`src/rtl/alu_pkg.sv`:
```
// Shared types for the ALU result path: default width, skid-buffer states and
// the result+flags entry carried through the output stage.
package alu_pkg;

    localparam int ALU_WIDTH = 64;

    typedef enum logic [1:0] {
        EMPTY = 2'd0,
        ONE   = 2'd1,
        FULL  = 2'd2
    } skid_state_e;

    typedef struct packed {
        logic [ALU_WIDTH-1:0] result;
        logic                 n;
        logic                 z;
        logic                 c;
        logic                 v;
    } alu_entry_t;

endpackage

```
`src/rtl/alu_flag_gen.sv`:
```
// Combinational N/Z derivation for an ALU result; C/V pass through.
// Zero latency, no flow control. Results narrower than ALU_WIDTH are zero-extended into the entry.
module alu_flag_gen
    import alu_pkg::*;
#(
    parameter int WIDTH = ALU_WIDTH
) (
    input  logic [WIDTH-1:0] result,
    input  logic             carry,
    input  logic             overflow,
    output alu_entry_t       entry
);

    always_comb begin
        entry                    = '0;
        entry.result[WIDTH-1:0]  = result;
        entry.n                  = result[WIDTH-1];
        entry.z                  = (result == '0);
        entry.c                  = carry;
        entry.v                  = overflow;
    end

endmodule

```
`src/rtl/alu_result_skid.sv`:
```
// Registered ALU result+flags stage with a 2-entry skid buffer; 1-cycle latency.
// in_ready_o is decoded from the state register only, so consumer stalls never reach the producer combinationally.
module alu_result_skid
    import alu_pkg::*;
#(
    parameter int WIDTH = ALU_WIDTH
) (
    input  logic             clk_i,
    input  logic             reset_i,
    input  logic             in_valid_i,
    output logic             in_ready_o,
    input  logic [WIDTH-1:0] result_i,
    input  logic             carry_i,
    input  logic             overflow_i,
    output logic             out_valid_o,
    input  logic             out_ready_i,
    output logic [WIDTH-1:0] result_o,
    output logic             negative_o,
    output logic             zero_o,
    output logic             carry_o,
    output logic             overflow_o,
    output logic [1:0]       count_o
);

    skid_state_e state_q, state_d;
    alu_entry_t  main_q, skid_q;
    alu_entry_t  in_entry;
    logic        push, pop;
    logic        load_main, main_from_skid, load_skid;

    alu_flag_gen #(.WIDTH(WIDTH)) u_flag_gen (
        .result   (result_i),
        .carry    (carry_i),
        .overflow (overflow_i),
        .entry    (in_entry)
    );

    assign push = in_valid_i & in_ready_o;
    assign pop  = out_valid_o & out_ready_i;

    always_comb begin
        state_d        = state_q;
        load_main      = 1'b0;
        main_from_skid = 1'b0;
        load_skid      = 1'b0;
        unique case (state_q)
            EMPTY: begin
                if (push) begin
                    state_d   = ONE;
                    load_main = 1'b1;
                end
            end
            ONE: begin
                if (push && !pop) begin
                    state_d   = FULL;
                    load_skid = 1'b1;
                end else if (push && pop) begin
                    load_main = 1'b1;
                end else if (pop) begin
                    state_d = EMPTY;
                end
            end
            FULL: begin
                // Ready is low here, so only a pop can move the state.
                if (pop) begin
                    state_d        = ONE;
                    load_main      = 1'b1;
                    main_from_skid = 1'b1;
                end
            end
            default: state_d = EMPTY;
        endcase
    end

    always_ff @(posedge clk_i) begin
        if (reset_i) begin
            state_q <= EMPTY;
            main_q  <= '0;
            skid_q  <= '0;
        end else begin
            state_q <= state_d;
            if (load_main) begin
                main_q <= main_from_skid ? skid_q : in_entry;
            end
            if (load_skid) begin
                skid_q <= in_entry;
            end
        end
    end

    assign out_valid_o = (state_q != EMPTY);
    assign in_ready_o  = (state_q != FULL);
    assign result_o    = main_q.result[WIDTH-1:0];
    assign negative_o  = main_q.n;
    assign zero_o      = main_q.z;
    assign carry_o     = main_q.c;
    assign overflow_o  = main_q.v;

    always_comb begin
        count_o = 2'd0;
        unique case (state_q)
            EMPTY:   count_o = 2'd0;
            ONE:     count_o = 2'd1;
            FULL:    count_o = 2'd2;
            default: count_o = 2'd0;
        endcase
    end

endmodule

```
`config.mk`:
```
export PLATFORM = sky130hd
export DESIGN_NAME = alu_result_skid
export DESIGN_NICKNAME = d
export VERILOG_FILES = /design/src/rtl/alu_pkg.sv /design/src/rtl/alu_flag_gen.sv /design/src/rtl/alu_result_skid.sv
export SDC_FILE = /design/constraint.sdc
export NUM_CORES = 1
export LEC_CHECK = 0
export CAP_MARGIN = 0
export CORE_MARGIN = 2
export CORE_UTILIZATION = 48
export CTS_CLUSTER_SIZE = 16
export DETAILED_ROUTE_END_ITERATION = 12
export MAX_ROUTING_LAYER = met4
export PLACE_DENSITY = 0.84
export SKIP_LAST_GASP = 1
export SYNTH_ARGS = -nofsm -noshare
export SYNTH_HDL_FRONTEND = slang
export SYNTH_SLANG_ARGS = --single-unit
```
`constraint.sdc`:
```
create_clock -name clk_i -period 1.7 [get_ports clk_i]
set_input_delay 0.34 -clock clk_i [delete_from_list [all_inputs] [get_ports clk_i]]
set_output_delay 0.34 -clock clk_i [all_outputs]
set_load 0.01 [all_outputs]
```
Word level (Yosys, flattened, before mapping):

Cells that the tools add are included.

* bits in registers: 138
* bits of input ports: 70
* output and inout bits: 72
* logic and storage cells: 43

* equal/unequal tests: 7
* multiplexer cells: 16
* bitwise operators: 2
* reduce and logical (&&, ||, !) cells: 7

Operators with widths (number)
* two-way mux 68 bit: 1
* logical NOT 64 bit: 1
* two-way mux 2 bit: 5
* two-way mux 1 bit: 7
* != test 2 bit (second input constant): 3
* != test 3 bit (second input constant): 2
* one-hot mux 2 bit (3 select lines): 1
* one-hot mux 2 bit (2 select lines): 1
* AND reduction 4 bit: 1
* one-hot mux 1 bit (3 select lines): 1
* AND 1 bit: 2
* == test 2 x 1 -> 1 bit (second input constant): 1
* == test 2 bit (second input constant): 1
* logical AND 1 bit: 2
* logical NOT 2 bit: 1
* nonzero test 2 bit: 1
* logical NOT 1 bit: 1

Depth between registers and ports, before layout:

* word-level depth: 6
* depth in mapped cells: 8
* mapped depth without buffers: 4

Cells and area by module:

A second synthesis with hierarchy kept.

* cells, all modules: 722
* area total of the unflattened synthesis: 6666.4 µm²

By module, submodules not included
* alu_result_skid: instances 1, cells an instance 634, area each 6019.5 µm², sequential area each 2762.6 µm²
* alu_flag_gen: instances 1, cells an instance 88, area each 646.9 µm², sequential area each 0.0 µm²

Least setup slack after synthesis:

No wires, ideal clock.

* kind: input to register
* start: input result_i[9]
* end: register skid_q[2] in the netlist's numbering
* setup time: 0.067 ns
* data arrival time: 1.364 ns
* data required time: 1.633 ns
* path slack: 0.269 ns
* stages: 4
* path buffers: 0
* cells stage by stage: nor4_2 nand4_1 or4_4 o21ai_2

* word-level cells in the longest chain between the ends: 1

RTL lines
* from (decl): line alu_result_skid.sv:12 `input logic [WIDTH-1:0] result_i,`
* logical NOT 64 bit: line alu_flag_gen.sv:18 `entry.z = (result == '0);`
* to (signal assigned): line alu_result_skid.sv:86 `skid_q <= in_entry;`
* to (decl): line alu_result_skid.sv:26 `alu_entry_t main_q, skid_q;`

Every way passes these cells.
A chain may end at the register's enable or synchronous reset.

Final worst setup path:

* start: register state_q[0]
* end: output count_o[0]

* word-level cells in the longest chain between the ends: 2
* elaborated cells between the ends (all ways): 3
* classes of those cells: eq/ne (2); mux (1)

RTL lines
* from (decl): line alu_result_skid.sv:25 `skid_state_e state_q, state_d;`
* from (signal assigned): line alu_result_skid.sv:81 `state_q <= state_d;`
* == test 2 bit / == test 2 x 1 -> 1 bit (equally long branches): line alu_result_skid.sv:101 `unique case (state_q)`
* one-hot mux 2 bit (2 select lines) (*): line alu_result_skid.sv:101
* to (decl): line alu_result_skid.sv:22 `output logic [1:0] count_o`

Every way passes the cells marked *; elsewhere a longest branch is shown, timed or not.

==> metrics.txt <==
remaining global-route overflow 0; boundary pin count about 140; WL final approximately 17000 um; flop-to-flop setup slack approximately 0.11 ns; DR pass1 iterations 5; terminus of the critical flop-to-flop path result_o[16]; Finish-stage setup viols 0; Clock Latency Late Sink around 0.51 ns; Worst EP required 1.36 ns; synthesized area per cell ~8.2 um2; Final Cycle Share a little over nine tenths; status finished, final reports clean; Mapped Area around 5200 um2; # diodes 0; Main synth FF type dfxtp_1; P_sw ~2 mW; Cell variety after synth 32; final slew viol count 0; CTS Hold Bufs 0; Placer Congestion 0.841; RSZ-0062 raised after global routing yes; min-delay src reset_i; hold crit path type in -> reg; Mapped Cells between 600 and 700; initial DRC count roughly 430; Max VDD drop around 620 uV; Non-Filler Instances 977; fin nets 894; synth top area cells dfxtp_1 52%, nand2_1 13%, a21oi_1 10%; Core Region between 10000 and 15000 um2; antenna-violating nets left 0; R2R Path Start state_q[0]; Die Y between 100 and 150 um; CTS HTree Levels 4; Max Clk Rate 601 MHz; Hold EP skid_q[2]; post-synth top area cell dfxtp_1; Reg clk slew, reported paths ~0.06 ns; Clock Power Share a little over two fifths; DIE AREA around 12000 um2; critical-path maximum fanout 4; cell-internal power ~5.9 mW; Critical Setup Path Class reg -> out; vias in the first global route 5606; critical path arrival 1.32 ns; post-synthesis async set-or-reset flop share 0%; final setup TNS 0 ns; cts bufs inserted 17; initial antenna violation count 0; Root Driver clkbuf_8; post-synthesis sequential area ratio between 50 and 60%; top-count cell post-synth nand2_1; site row count 38; Filler cells 803; final hold vios 0; critical path capture point type output port; Flop pwr share between 40% and 50%; first-pass GRT wire length between 20000 and 30000 um; Reg area between 2000 and 3000 um2; Post-synth EDFFs 0; Power Density between 1000 and 1500 nW/um2; Core Util, Final 72.8%; port buffer count between 100 and 150; top-area cell type share of the netlist area about 52%; DIE WIDTH approximately 110 um; Vias 5579; worst slew pin tran around 0.57 ns; share of cells above drive strength 1 roughly 16%; Placed Cells incl. Taps roughly 940; TritonCTS clock tree done; Initial Util 48.6%; reg2reg path depth 6; placed wire-length estimate 10800 um; Slew HR roughly three fifths; Sw Share 25.7%; wire length per cell around 17 um; area occupied by multi-input gates around 2300 um2; Lkg Pwr about 3.1 nW; commonest cells in the netlist 176 x nand2_1, 136 x dfxtp_1, 107 x a21oi_1; Clock Skew approximately 0.0069 ns; GRT Overall Usage about 30%; Hold Crit Depth 5; Sink Count around 140; synth warn 0; min cycle time layout roughly 1.7 ns; clock buffer depth 2; Vias/cell ~5.7; DRC violations left 0; syn_nets about 710; Synth Register Bits approximately 140; largest net degree at the start of global routing approximately 140; area delta synth->final 49.7%; kind of start point of the critical path register; Comb power frac between 10% and 20%; maxcap violations 0
[registers in the layout, summed over array words and instances, names as in the netlist]
signal / flops
result_o: 64
state_q: 2
zero_o: 1
overflow_o: 1
carry_o: 1
skid_q: 67
[per-layer routing]
layer  GRT usage, %  share of wire, %  up-vias
met5              -                 0        -
met2           48.7                50      294
met1           34.4                40     2622
li1               -                 -     2617
met4           15.8               3.3        0
met3           5.67               7.0       46
[final cells by class]
type	count	area share, %
Clock buffer	19	5.52
Multi-Input combinational cell	446	29.5
Clock inverter	13	1.55
Inverter	1	0.0480
Sequential cell	136	34.9
Timing Repair Buffer	222	26.2
Tap cell	140	2.24
[per-stage QoR]
step / worst slack [ns] / area, um2 / total power, mW / hold WS, ns
2_1_floorplan: 0.269 / 5230 / 3.98 / 0.436
3_3_place_gp: -0.717 / 7280 / 4.66 / 0.440
3_5_place_dp: -0.738 / 7280 / 4.70 / 0.448
4_1_cts: 0.00223 / 7780 / 7.98 / 0.250
5_1_grt: -0.0118 / 7820 / 8.28 / 0.277
6_report: 0.0365 / 7820 / 7.96 / 0.272
[critical path, stage by stage (launching register included)]
cell	delay, ns
dfxtp_4	0.38
nor2b_1	0.15
dlygate4sd2_1	0.29
[layout by cell type (no fill, tap or decap), types with 7 or more instances in the layout]
cell type / instances
buf_4: 72
nor3_1: 56
clkdlybuf4s50_1: 64
dfxtp_1: 134
dlygate4sd2_1: 69
buf_12: 9
nand2_1: 175
a22oi_1: 39
clkbuf_16: 16
o22ai_1: 27
a21oi_1: 107
nor4_1: 7
[kinds of logic after synthesis]
family,synth area share [%]
AO/OA/AOI/OAI,20.0
buffers and inverters,4.91
flip-flops,52.1
multiplexers,0.192
AND/OR/NAND/NOR,22.7
[repair_timing]
item,4_1_cts,5_1_grt
endpoints found under the setup margin,74,7
setup buffers,1,1
pin swaps,0,4
hold endpoints to repair,0,0
gates resized for setup,82,10
[how the worst max path moves through the flow]
stage,endpoint,start,cells past startpoint
final,count_o[0],state_q[0],2
after detailed placement,zero_o,result_i[10],6
after floorplan,skid_q[2],result_i[9],4
after CTS,zero_o,result_i[6],6
after global routing,in_ready_o,state_q[1],3
after global placement,skid_q[2],result_i[10],6
[power by group through the flow]
stage / Sequential (mW) / Combinational, mW / Clock [mW]
4_1_cts: 3.44 / 1.12 / 3.41
3_5_place_dp: 3.51 / 1.19 / 0
5_1_grt: 3.46 / 1.23 / 3.59
2_1_floorplan: 3.55 / 0.427 / 0
6_report: 3.44 / 1.14 / 3.37
3_3_place_gp: 3.50 / 1.16 / 0
Note: power is estimated with default switching activity, not from simulation.
